$ cat src/rtl/multicycle_ctrl_fsm.sv
// Multi-cycle control sequencer for a MIPS-subset datapath (fetch/decode/execute/mem/writeback).
// Optional performance counters are compiled in when PERF_CNT_EN is defined.
module multicycle_ctrl_fsm #(
    parameter int STATE_W = 4
) (
    input  logic               clk,
    input  logic               rst_n,
    input  logic [5:0]         op_in,
    input  logic [5:0]         func_in,
    input  logic               zero_in,
    input  logic               mem_ready,
    output logic               mem_req,
    output logic               mem_write,
    output logic               i_or_d,
    output logic               ir_write,
    output logic               pc_write,
    output logic [1:0]         pc_src,
    output logic               alu_src_a,
    output logic [1:0]         alu_src_b,
    output logic [1:0]         ALUOp,
    output logic               reg_write,
    output logic               reg_dst,
    output logic               mem_to_reg,
`ifdef PERF_CNT_EN
    output logic [31:0]        instr_count,
    output logic [31:0]        cycle_count,
`endif
    output logic [STATE_W-1:0] state_out
);

    typedef enum logic [STATE_W-1:0] {
        RST    = STATE_W'(0),
        FETCH  = STATE_W'(1),
        DECODE = STATE_W'(2),
        MADDR  = STATE_W'(3),
        MREAD  = STATE_W'(4),
        MWB    = STATE_W'(5),
        MWRITE = STATE_W'(6),
        RXEC   = STATE_W'(7),
        RWB    = STATE_W'(8),
        IXEC   = STATE_W'(9),
        IWB    = STATE_W'(10),
        BR     = STATE_W'(11),
        JMP    = STATE_W'(12)
    } state_t;

    localparam logic [5:0] OP_RTYPE = 6'h00;
    localparam logic [5:0] OP_J     = 6'h02;
    localparam logic [5:0] OP_BEQ   = 6'h04;
    localparam logic [5:0] OP_ADDI  = 6'h08;
    localparam logic [5:0] OP_LW    = 6'h23;
    localparam logic [5:0] OP_SW    = 6'h2B;

    state_t state_reg;
    state_t state_next;

    always_ff @(posedge clk or negedge rst_n) begin
        if (!rst_n) begin
            state_reg <= RST;
        end else begin
            state_reg <= state_next;
        end
    end

    always_comb begin
        state_next = RST;
        mem_req    = 1'b0;
        mem_write  = 1'b0;
        i_or_d     = 1'b0;
        ir_write   = 1'b0;
        pc_write   = 1'b0;
        pc_src     = 2'b00;
        alu_src_a  = 1'b0;
        alu_src_b  = 2'b00;
        ALUOp      = 2'b00;
        reg_write  = 1'b0;
        reg_dst    = 1'b0;
        mem_to_reg = 1'b0;
        case (state_reg)
            RST: state_next = FETCH;
            FETCH: begin
                // PC+4 is computed while the instruction read is pending
                mem_req   = 1'b1;
                alu_src_b = 2'b01;
                ir_write  = mem_ready;
                pc_write  = mem_ready;
                state_next = mem_ready ? DECODE : FETCH;
            end
            DECODE: begin
                alu_src_b = 2'b11;
                case (op_in)
                    OP_LW, OP_SW: state_next = MADDR;
                    OP_ADDI:      state_next = IXEC;
                    OP_BEQ:       state_next = BR;
                    OP_J:         state_next = JMP;
                    OP_RTYPE:     state_next = (func_in == 6'd0) ? FETCH : RXEC;
                    default:      state_next = FETCH;
                endcase
            end
            MADDR: begin
                alu_src_a = 1'b1;
                alu_src_b = 2'b10;
                if (op_in == OP_LW) begin
                    state_next = MREAD;
                end else if (op_in == OP_SW) begin
                    state_next = MWRITE;
                end else begin
                    state_next = FETCH;
                end
            end
            MREAD: begin
                mem_req    = 1'b1;
                i_or_d     = 1'b1;
                state_next = mem_ready ? MWB : MREAD;
            end
            MWB: begin
                reg_write  = 1'b1;
                mem_to_reg = 1'b1;
                state_next = FETCH;
            end
            MWRITE: begin
                mem_req    = 1'b1;
                mem_write  = 1'b1;
                i_or_d     = 1'b1;
                state_next = mem_ready ? FETCH : MWRITE;
            end
            RXEC: begin
                alu_src_a  = 1'b1;
                ALUOp      = 2'b10;
                state_next = RWB;
            end
            RWB: begin
                reg_write  = 1'b1;
                reg_dst    = 1'b1;
                state_next = FETCH;
            end
            IXEC: begin
                alu_src_a  = 1'b1;
                alu_src_b  = 2'b10;
                state_next = IWB;
            end
            IWB: begin
                reg_write  = 1'b1;
                state_next = FETCH;
            end
            BR: begin
                alu_src_a  = 1'b1;
                ALUOp      = 2'b01;
                pc_src     = 2'b01;
                pc_write   = zero_in;
                state_next = FETCH;
            end
            JMP: begin
                pc_src     = 2'b10;
                pc_write   = 1'b1;
                state_next = FETCH;
            end
            default: state_next = RST;
        endcase
    end

    assign state_out = state_reg;

`ifdef PERF_CNT_EN
    // An instruction retires whenever FETCH is entered from a real instruction state
    logic instr_done;
    assign instr_done = (state_next == FETCH) && (state_reg != RST) && (state_reg != FETCH);

    always_ff @(posedge clk or negedge rst_n) begin
        if (!rst_n) begin
            instr_count <= 32'd0;
            cycle_count <= 32'd0;
        end else begin
            cycle_count <= cycle_count + 32'd1;
            if (instr_done) begin
                instr_count <= instr_count + 32'd1;
            end
        end
    end
`endif

endmodule

$ cat config.mk
export PLATFORM = sky130hd
export DESIGN_NAME = multicycle_ctrl_fsm
export DESIGN_NICKNAME = d
export VERILOG_FILES = /design/src/rtl/multicycle_ctrl_fsm.sv
export SDC_FILE = /design/constraint.sdc
export NUM_CORES = 1
export LEC_CHECK = 0
export ABC_AREA = 1
export BUFFER_PORTS_ARGS = -buffer_cell sky130_fd_sc_hd__clkbuf_2
export CORE_MARGIN = 1.5
export CORE_UTILIZATION = 36
export CTS_CLUSTER_DIAMETER = 30
export DETAILED_ROUTE_END_ITERATION = 7
export HOLD_SLACK_MARGIN = 0.15
export PLACE_DENSITY_LB_ADDON = 0.1
export SLEW_MARGIN = 20
export SYNTH_ARGS = -nofsm -noshare
export SYNTH_HDL_FRONTEND = slang
export SYNTH_SLANG_ARGS = --single-unit
$ cat constraint.sdc
create_clock -name clk -period 1 [get_ports clk]
set_input_delay 0.05 -clock clk [delete_from_list [all_inputs] [get_ports clk]]
set_output_delay 0.05 -clock clk [all_outputs]
set_load 0.005 [all_outputs]
# [Word-level counts from Yosys, hierarchy flattened]
# Cells that the tools add are included.
[totals] reg_bits=4 latch_bits=0 mem_bits_rw=0 rom_bits=0 inputBits=16 out_inout_bits=19 wordCells=48 memories=0
[classes] addsub=0 n_mul=0 div=0 n_lt_le_gt_ge=0 eq_ne=17 shifts=0 n_mux=20 bitwise=0 n_reduce_logical=10
[op_table] cell="one-hot mux 4 bit (8 select lines)" n=1
[op_table] cell="== test 4 bit, second input constant" n=5
[op_table] cell="one-hot mux 4 bit (5 select lines)" n=1
[op_table] cell="== test 4 x 3 -> 1 bit, second input constant" n=4
[op_table] cell="== test 6 bit, second input constant" n=2
[op_table] cell="zero test 6 bit" n=2
[op_table] cell="2-to-1 mux 3 bit" n=4
[op_table] cell="2-to-1 mux 1 bit" n=9
[op_table] cell="== test 4 x 2 -> 1 bit, second input constant" n=2
[op_table] cell="one-hot mux 2 bit (2 select lines)" n=2
[op_table] cell="== test 6 x 2 -> 1 bit, second input constant" n=1
[op_table] cell="== test 6 x 3 -> 1 bit, second input constant" n=1
[op_table] cell="== test 6 x 4 -> 1 bit, second input constant" n=1
[op_table] cell="one-hot mux 2 bit (3 select lines)" n=1
[op_table] cell="OR reduction 2 bit" n=3
[op_table] cell="OR reduction 3 bit" n=2
[op_table] cell="OR reduction 6 bit" n=1
[op_table] cell="== test 4 x 1 -> 1 bit, second input constant" n=1
[op_table] cell="zero test 4 bit" n=1
[op_table] cell="OR reduction 4 bit" n=1
[op_table] cell="one-hot mux 1 bit (3 select lines)" n=1
[op_table] cell="2-to-1 mux 2 bit" n=1

# [Depth between registers and ports, before layout]
# Gate-level depths: netlist (run 1).
[logic_depth] word_depth=4 ltp_mapped=9 ltp_nobuf=9

# [Least setup slack after synthesis (run 1)]
# OpenSTA, ideal clock, no wires.
[synth_timing] path_type="register to register" from="reg state_reg[0] (netlist: state_out[0])" to="reg state_reg[0] (netlist: state_out[0])" setup_ps=132 t_arrival_ps=963 required_time_ps=868 slack_ps=-95 stages_incl_launch_ff=8 n_path_buf=1 synth_period_minus_slack_ps=1095 cell_sequence="dfrtp_1 > buf_6 > nand2_1 > inv_1 > nand2_1 > nand2_1 > a21oi_1 > nand4_1"
[synth_via] elab_chain_cells=3 elab_cells_between_ends=15 cone_classes="12 x eq/ne; 1 x mux; 2 x reduce/logical"
[synth_lines] item="from (decl)" line_no="54" source="state_t state_reg;"
[synth_lines] item="from (signal assigned)" line_no="61" source="state_reg <= state_next;"
[synth_lines] item="== test 4 bit, or another cell as far along" line_no="79" source="case (state_reg)"
[synth_lines] item="OR reduction 6 bit (no line)"
[synth_lines] item="one-hot mux 4 bit (8 select lines) (*)" line_no="79"
[synth_lines] item="via state_next[0]" line_no="55" source="state_t state_next;"
# The timed path passes the listed nets; every way through them passes the cells marked *.

# [Worst setup path after layout (run 1)]
[layout_timing] from="reg state_reg[3] (netlist: state_out[3])" to="out pc_write"
[layout_via] elab_chain_cells=2 elab_cells_between_ends=4 cone_classes="3 x eq/ne; 1 x mux"
[layout_lines] item="== test 4 bit or == test 4 x 1 -> 1 bit (tied branches)" line_no="79"
[layout_lines] item="one-hot mux 1 bit (3 select lines) (*)" line_no="79"
[layout_lines] item="to (decl)" line_no="16" source="output logic pc_write,"
# Every way passes the cells marked *; elsewhere a longest branch is shown, timed or not.

==> impl_metrics.env, run 1 <==
export IMPL_tightest_slew_ns=0.239
export IMPL_yosys_warnings=0
export IMPL_tritoncts="yes"
export IMPL_fin_area_sq_um=1070
export IMPL_slew_violations=0
export IMPL_synth_largest_area_cell="nand2_1"
export IMPL_dp_cells=158
export IMPL_antenna_found_initial=0
export IMPL_fillers=89
export IMPL_syn_num_nets=116
export IMPL_layout_drive_gt1_share_pct=59.0
export IMPL_synthToLayoutAreaGrowth_pct=102
export IMPL_synth_top_cell_area_share_pct=20.6
export IMPL_fin_cells=176
export IMPL_drv_cap=0
export IMPL_cts_made_buffers=3
export IMPL_antenna_left=0
export IMPL_dieArea_sq_um=1710
export IMPL_relSlewSlack_pct=83.9
export IMPL_synth_common_cells="nand2_1, inv_1, nor2_1"
export IMPL_cpPeakStageDelay_ns=0.45
export IMPL_dr_first_iter_drc_count=25
export IMPL_fin_crit_ns=1.37
export IMPL_yosys_cell_count_top_type="nand2_1"
export IMPL_ys_async_sr_fraction_pct=100
export IMPL_violations="negative setup slack"
export IMPL_setup_slack_ns=-0.367
export IMPL_clk_pin_slew_worst_paths_ns=0.05
export IMPL_start_util_pct=39.7
export IMPL_max_freq_mhz=732
export IMPL_grt_pass1_vias=782
export IMPL_root_buffer="clkbuf_4"
export IMPL_status="finished with violations"
export IMPL_crit_path_max_fanout=3
export IMPL_track_usage_pct=28.8
export IMPL_grt_max_degree=9
export IMPL_io_buffers=34
export IMPL_via_per_inst=5.11
export IMPL_hp_class="primary input to register"
export IMPL_dominantRegCellSynth="dfrtp_1"
export IMPL_core_area_sq_um=1330
export IMPL_slowest_stage="dfrtp_2"
export IMPL_rows=13
export IMPL_synth_cell_types=18
export IMPL_dr_pass1_iters=5
export IMPL_die_width_um=41.3
export IMPL_vdd_drop_max_mv=1.06
export IMPL_critical_path_buf_inv_count=4
export IMPL_ios=35
export IMPL_largest_reg_flops=4
export IMPL_hold_violations=0
export IMPL_rsz0062_at_grt="yes"
export IMPL_worstPathCellList="buf_6, nand2_1, inv_2, nand2_2, buf_6, nand3_2, buf_2"
export IMPL_worst_path_most_repeated_cell="buf_6"
export IMPL_die_h_um=41.3
export IMPL_synth_seq_cells=4
export IMPL_setup_violations=22
export IMPL_wirelength_mm=2.49
export IMPL_avgSynthCellArea_sq_um=5.29
export IMPL_antenna_cells=0
export IMPL_clkLatencyLatePin_ns=0.25
export IMPL_dp_hpwl_mm=1.29
export IMPL_cp_end_kind="output pin"
export IMPL_post_drt_wl_per_cell_um=14.1
export IMPL_worstPathRequired_ns=0.95
export IMPL_syn_inst=100
export IMPL_cp_top_family="flip-flops"
export IMPL_cts_buffer_depth=2
export IMPL_via_count=900
export IMPL_globalRouteOverflowTotal=0
export IMPL_synth_edf_count=0
export IMPL_worstSetupPathType="register to output pin"
export IMPL_start_kind="register"
export IMPL_critPathArrivalTime_ns=1.32
export IMPL_p_per_area_nw_per_um2=1610
export IMPL_htree_levels=1
export IMPL_synth_area_sq_um=529
export IMPL_fin_skew_ns=0.00972
export IMPL_fin_tns_setup_ns=-5.63
export IMPL_final_nets=178
export IMPL_cts_sinks=4
export IMPL_placed_cell_area_sq_um=786
export IMPL_yosys_top_cells_area="nand2_1, dfrtp_1, inv_1"
export IMPL_post_route_period_util_pct=137
export IMPL_leakage_nw=0.654
export IMPL_place_gp_congestion=0.786
export IMPL_drcViolationCount=0
export IMPL_grt_pass1_wl_mm=3.18
export IMPL_ys_seq_area_share_pct=18.9
[cell type report]
| cell class | count | area, sq um | area share (%) |
|---|---|---|---|
| Inverter | 20 | 77.6 | 7.24 |
| Clock buffer | 4 | 26.3 | 2.45 |
| Tap cell | 15 | 18.8 | 1.75 |
| Timing Repair Buffer | 58 | 389 | 36.3 |
| Multi-Input combinational cell | 75 | 454 | 42.4 |
| Sequential cell | 4 | 105 | 9.81 |
[power by group]
part	leakage (nW)	switching (mW)	internal (mW)
logic	0.593	0.600	0.571
clock network	0.0150	0.0855	0.151
registers	0.0463	0.109	0.207
total	0.654	0.795	0.929
[timing repair]
item,CTS,global route
hold endpoints to repair,6,0
buffers inserted,8,2
hold buffers,4,0
setup endpoints to repair,21,21
resized for setup,32,19
pin swaps,8,7
[final timing paths]
check                                  startpoint                      to  cells after the start  slack [ns]
max                        state_out[3]$_DFF_PN0_                pc_write                      7       -0.37
min                                      op_in[2]  state_out[1]$_DFF_PN0_                      5        0.22
max reg2reg                state_out[0]$_DFF_PN0_  state_out[1]$_DFF_PN0_                      6       -0.36
min reg2reg                state_out[1]$_DFF_PN0_  state_out[2]$_DFF_PN0_                      4        0.87
max in group asynchronous                   rst_n  state_out[3]$_DFF_PN0_                      3        0.17
min in group asynchronous                   rst_n  state_out[2]$_DFF_PN0_                      3        0.67
[worst min-delay path, delay by kind of cell]
family	cells	cell delay (ns)
and+or+nand+nor	4	0.28
buffers and inverters	1	0.11
[metal layers]
metal	part of all wire [%]	vias to the layer above	global-route usage (%)
met4	3.4	0	21.0
met2	52	50	51.6
met3	6.5	12	5.32
li1	-	437	-
met1	38	401	29.7
met5	0	-	0
[cells by family after synthesis]
| kind of cell | share of synthesized area (%) |
|---|---|
| and+or+nand+nor | 56.5 |
| buffers and inverters | 16.3 |
| AOI/OAI and AO/OA | 8.28 |
| DFF | 18.9 |
[per-stage QoR]
stage / hold WS [ns] / power, mW / setup WS, ns / utilization, %
after floorplan: -0.246 / 0.674 / -0.0706 / -
after global placement: -0.143 / 1.00 / -0.168 / 58.9
after detailed placement: -0.143 / 1.01 / -0.192 / 58.9
after CTS: 0.199 / 1.53 / -0.327 / 75.1
after global routing: 0.238 / 1.84 / -0.442 / 80.3
final: 0.223 / 1.72 / -0.367 / 80.3
[placed cells by master (no fill, tap or decap), types with 2 or more instances in the layout]
cell type	n
nand3_1	7
buf_2	5
nand3b_1	2
buf_4	14
dfrtp_2	4
a21oi_2	2
nand2_4	3
nand2_1	23
nor2_4	6
clkbuf_4	3
inv_1	11
clkbuf_2	28
nand2_2	7
dlygate4sd3_1	4
o21ai_2	2
inv_2	8
nand3_2	2
a21oi_1	2
nor2_1	13
buf_6	7
Note: power is estimated with default switching activity, not from simulation.
==> run 2: changes to the inputs <==
- CORE_ASPECT_RATIO: not set -> 0.9
- PLACE_DENSITY: not set -> 0.77
- PLACE_DENSITY_LB_ADDON: 0.1 -> not set
==> run 2 against run 1 <==
  * The flow still finishes with violations (negative setup slack)
  * Global-route usage is 3.9 points lower
  * Count of clock-buffer cells in the layout unchanged
  * Non-clock buffer count is 4 lower
  * First-iteration DRC count is 44% lower
  * Power up 0.36%
  * Maximum frequency is 1.3% lower
  * Sequential share of layout area grew 0.058 points
  * Register-to-register slack improved by 0.04 ns
  * Cell count shrank 2.8%
  * Flip-flop and latch count unchanged
  * Final area shrank 0.58%
  * Critical endpoint unchanged
==> impl_metrics.env, run 2 (synthesis results as in run 1) <==
export IMPL_status="finished with violations"
export IMPL_violations="negative setup slack"
export IMPL_htree_levels=1
export IMPL_via_per_inst=5.07
export IMPL_fin_tns_setup_ns=-5.68
export IMPL_root_buffer="clkbuf_4"
export IMPL_worstPathRequired_ns=0.95
export IMPL_rows=12
export IMPL_clkLatencyLatePin_ns=0.24
export IMPL_fin_skew_ns=0.00872
export IMPL_crit_path_max_fanout=7
export IMPL_grt_pass1_vias=796
export IMPL_vdd_drop_max_mv=0.993
export IMPL_cts_made_buffers=3
export IMPL_cts_sinks=4
export IMPL_grt_max_degree=8
export IMPL_wirelength_mm=2.24
export IMPL_worstPathCellList="nor2_1, nand2_1, buf_4, nand3_2, clkbuf_2"
export IMPL_fin_crit_ns=1.38
export IMPL_worstSetupPathType="register to output pin"
export IMPL_ios=35
export IMPL_relSlewSlack_pct=79.7
export IMPL_grt_pass1_wl_mm=3.17
export IMPL_die_width_um=43.4
export IMPL_track_usage_pct=24.9
export IMPL_antenna_cells=0
export IMPL_dr_first_iter_drc_count=14
export IMPL_synthToLayoutAreaGrowth_pct=101
export IMPL_final_util_pct=81.5
export IMPL_start_util_pct=40.5
export IMPL_final_cell_mix="clkbuf_2, nand2_1, inv_1, nor2_1, buf_4"
export IMPL_p_per_area_nw_per_um2=1620
export IMPL_core_area_sq_um=1310
export IMPL_largest_reg_flops=4
export IMPL_via_count=867
export IMPL_fillers=87
export IMPL_hp_class="primary input to register"
export IMPL_slowest_stage="dfrtp_2"
export IMPL_start_kind="register"
export IMPL_io_buffers=34
export IMPL_place_gp_congestion=0.851
export IMPL_rsz0062_at_grt="yes"
export IMPL_final_nets=174
export IMPL_cpPeakStageDelay_ns=0.51
export IMPL_setup_slack_ns=-0.385
export IMPL_tightest_slew_ns=0.304
export IMPL_dp_hpwl_mm=1.22
export IMPL_drcViolationCount=0
export IMPL_drv_cap=0
export IMPL_reg2reg_slack_ns=-0.32
export IMPL_tritoncts="yes"
export IMPL_clk_pin_slew_worst_paths_ns=0.05
export IMPL_dieArea_sq_um=1710
export IMPL_antenna_left=0
export IMPL_globalRouteOverflowTotal=0
export IMPL_cp_end_kind="output pin"
export IMPL_antenna_found_initial=0
export IMPL_hold_violations=0
export IMPL_leakage_nw=0.658
export IMPL_post_drt_wl_per_cell_um=13.1
export IMPL_dr_pass1_iters=5
export IMPL_layout_drive_gt1_share_pct=58.0
export IMPL_max_freq_mhz=722
export IMPL_slew_violations=0
export IMPL_critPathArrivalTime_ns=1.33
export IMPL_post_route_period_util_pct=138
export IMPL_cts_buffer_depth=2
export IMPL_setup_violations=21
export IMPL_die_h_um=39.4
export IMPL_final_common_cell="clkbuf_2"
[run 2: worst max-delay path, delay by kind of cell, from the launching register on]
| family | cells | cell delay (ns) |
|---|---|---|
| flops | 1 | 0.51 |
| simple gates | 3 | 0.34 |
| buf+inv | 2 | 0.26 |
[run 2: per-layer routing]
layer | track usage, % | vias up | wire [um]
met2 | 47.0 | 42 | 1150
met5 | 0 | - | 0
met3 | 5.53 | 8 | 102
li1 | - | 423 | -
met1 | 25.2 | 394 | 904
met4 | 15.9 | 0 | 74
[run 2: through the flow]
| stage | hold WS [ns] | worst slack, ns | instance area (sq um) | total power, mW | instances |
|---|---|---|---|---|---|
| 2_1_floorplan | -0.246 | -0.0706 | 533 | 0.674 | 100 |
| 3_3_place_gp | -0.144 | -0.183 | 769 | 0.964 | 155 |
| 3_5_place_dp | -0.144 | -0.193 | 769 | 0.971 | 155 |
| 4_1_cts | 0.153 | -0.306 | 980 | 1.47 | 169 |
| 5_1_grt | 0.176 | -0.444 | 1060 | 1.85 | 171 |
| 6_report | 0.160 | -0.385 | 1060 | 1.73 | 171 |
[run 2: worst paths after layout]
path	cells after the start	end	startpoint
max	5	pc_write	state_out[0]$_DFF_PN0_
min	4	state_out[2]$_DFF_PN0_	mem_ready
max reg2reg	7	state_out[0]$_DFF_PN0_	state_out[0]$_DFF_PN0_
min reg2reg	4	state_out[2]$_DFF_PN0_	state_out[1]$_DFF_PN0_
max in group asynchronous	2	state_out[0]$_DFF_PN0_	rst_n
min in group asynchronous	2	state_out[1]$_DFF_PN0_	rst_n
[run 2: timing repair]
action / in CTS / in global routing
endpoints found under the hold margin: 5 / 0
endpoints found under the setup margin: 20 / 21
setup buffers: 8 / 2
gates resized for setup: 30 / 25
pin swaps: 8 / 9
hold buffers: 2 / 0
[run 2: area by class of cell]
cell class              count  area [sq um]  share of cell area [%]
repair buffers             54           357                    33.5
clock buffers               4          26.3                    2.47
inverters                  20          82.6                    7.76
multi-input cells          75           477                    44.8
flip-flops and latches      4           105                    9.87
well taps                  14          17.5                    1.65
[run 2: power breakdown]
part | internal, mW | total (mW) | switching (mW)
logic | 0.549 | 1.15 | 0.600
registers | 0.206 | 0.353 | 0.147
clock network | 0.150 | 0.228 | 0.0775
total | 0.906 | 1.73 | 0.824
==> run 3: changes to the inputs <==
- CORE_ASPECT_RATIO: 0.9 -> not set
- CTS_CLUSTER_SIZE: not set -> 25
- SETUP_SLACK_MARGIN: not set -> 0.4
==> run 3 against run 2 <==
  * The flow still finishes with violations (negative setup slack)
  * Global-route usage is 1.4 points lower
  * Largest power group unchanged
  * Critical endpoint is now alu_src_a
  * Critical path type unchanged
  * Register-to-register slack about the same
  * Setup slack got worse by 0.047 ns
  * Maximum frequency decreased by 3.3%
  * Power shrank 8.4%
  * Clock skew is 0.0010 ns lower
==> impl_metrics.env, run 3 (synthesis results as in run 1) <==
export IMPL_reg2reg_from="state_out[0]$_DFF_PN0_"
export IMPL_drcViolationCount=0
export IMPL_setup_slack_ns=-0.432
export IMPL_fin_crit_ns=1.43
export IMPL_worstSetupPathType="register to output pin"
export IMPL_dieArea_sq_um=1710
export IMPL_slowest_stage="dfrtp_2"
export IMPL_rsz0062_at_grt="yes"
export IMPL_fillers=92
export IMPL_critPathArrivalTime_ns=1.38
export IMPL_clk_pin_slew_worst_paths_ns=0.04
export IMPL_root_buffer="clkbuf_4"
export IMPL_dp_cells=156
export IMPL_fin_cells=173
export IMPL_die_h_um=41.3
export IMPL_relSlewSlack_pct=81.7
export IMPL_tritoncts="yes"
export IMPL_synthToLayoutAreaGrowth_pct=98.3
export IMPL_dr_pass1_iters=4
export IMPL_dp_worst_setup_slack_ns=-0.224
export IMPL_start_util_pct=39.7
export IMPL_track_usage_pct=23.5
export IMPL_final_cell_mix="clkbuf_2, nand2_1, buf_4, inv_1, nor2_1"
export IMPL_drv_cap=0
export IMPL_violations="negative setup slack"
export IMPL_tightest_slew_ns=0.274
export IMPL_vdd_drop_max_mv=1.09
export IMPL_post_route_period_util_pct=143
export IMPL_dr_first_iter_drc_count=18
export IMPL_hp_start="mem_ready"
export IMPL_fin_skew_ns=0.00768
export IMPL_post_drt_wl_per_cell_um=13.1
export IMPL_globalRouteOverflowTotal=0
export IMPL_max_freq_mhz=698
export IMPL_hold_buffers=1
export IMPL_hp_class="primary input to register"
export IMPL_htree_levels=1
export IMPL_crit_path_max_fanout=7
export IMPL_cpPeakStageDelay_ns=0.52
export IMPL_final_nets=176
export IMPL_antenna_cells=0
export IMPL_antenna_found_initial=0
export IMPL_cts_buffer_depth=2
export IMPL_clkLatencyLatePin_ns=0.24
export IMPL_wirelength_mm=2.26
export IMPL_grt_max_degree=9
export IMPL_hold_violations=0
export IMPL_cts_made_buffers=3
export IMPL_cts_sinks=4
export IMPL_status="finished with violations"
export IMPL_slew_violations=0
export IMPL_die_width_um=41.3
export IMPL_largest_reg_flops=4
export IMPL_ios=35
export IMPL_grt_pass1_vias=716
export IMPL_reg2reg_slack_ns=-0.33
export IMPL_final_common_cell="clkbuf_2"
export IMPL_via_per_inst=5.05
export IMPL_cp_end_kind="output pin"
export IMPL_leakage_nw=0.636
export IMPL_place_gp_congestion=0.868
export IMPL_hold_depth=3
export IMPL_setup_violations=22
export IMPL_worstPathRequired_ns=0.95
export IMPL_core_area_sq_um=1330
export IMPL_rows=13
export IMPL_antenna_left=0
export IMPL_r2r_end="state_out[0]$_DFF_PN0_"
export IMPL_start_kind="register"
export IMPL_layout_drive_gt1_share_pct=60.8
export IMPL_p_per_area_nw_per_um2=1510
export IMPL_io_buffers=34
export IMPL_grt_pass1_wl_mm=2.62
export IMPL_dp_hpwl_mm=1.29
export IMPL_r2r_cells=7
export IMPL_worstPathCellList="nand2_4, buf_6, o21ai_0, clkbuf_2"
export IMPL_via_count=874
export IMPL_hold_end="state_out[0]$_DFF_PN0_"
==> run 3: timing repair <==
action | 4_1_cts | 5_1_grt
setup buffers | 8 | 5
endpoints found under the setup margin | 23 | 23
resized for setup | 14 | 21
hold endpoints to repair | 6 | 1
pin swaps | 9 | 7
==> run 3: critical path, delay by kind of cell, from the launching register on <==
| family | cells | cell delay, ns |
|---|---|---|
| buffers and inverters | 2 | 0.29 |
| and+or+nand+nor | 1 | 0.08 |
| AOI/OAI and AO/OA | 1 | 0.24 |
| DFF | 1 | 0.52 |
==> run 3: area by class of cell <==
class | instances | area (sq um) | share of cell area, %
flip-flops and latches | 4 | 105 | 10.0
well taps | 15 | 18.8 | 1.79
multi-input cells | 75 | 454 | 43.3
repair buffers | 56 | 369 | 35.2
inverters | 20 | 80.1 | 7.63
clock buffers | 3 | 22.5 | 2.15
==> run 3: power breakdown <==
part	switching (mW)	total (mW)	leakage, nW	internal [mW]
sequential	0.151	0.357	0.0463	0.206
combinational	0.525	1.02	0.576	0.494
clock	0.0737	0.208	0.0138	0.135
total	0.750	1.58	0.636	0.835
==> run 3: metal layers <==
layer  track usage [%]  part of all wire [%]
met3              6.38                   4.5
met4              7.26                   1.2
met2              46.5                    57
met5                 0                     0
met1              23.3                    37
==> run 3: metrics by stage <==
stage	total power, mW	utilization (%)	area, sq um	hold WS (ns)	TNS [ns]
4_1_cts	1.31	70.9	946	0.111	-5.25
6_report	1.58	78.7	1050	0.155	-6.28
5_1_grt	1.71	78.7	1050	0.156	-7.37
3_5_place_dp	1.01	60.1	802	-0.141	-1.88
2_1_floorplan	0.721	-	564	-0.246	-0.188
3_3_place_gp	0.993	60.1	802	-0.144	-1.55
==> run 3: worst max path at each step <==
stage / from / to / slack [ns] / cells past startpoint
after detailed placement: state_out[0]$_DFF_PN0_ / state_out[1]$_DFF_PN0_ / -0.22 / 7
final: state_out[0]$_DFF_PN0_ / alu_src_a / -0.43 / 4
after CTS: state_out[2]$_DFF_PN0_ / pc_write / -0.31 / 6
after global placement: state_out[0]$_DFF_PN0_ / state_out[1]$_DFF_PN0_ / -0.19 / 7
after global routing: state_out[0]$_DFF_PN0_ / alu_src_a / -0.46 / 4
after floorplan: state_out[0]$_DFF_PN0_ / state_out[0]$_DFF_PN0_ / -0.06 / 9
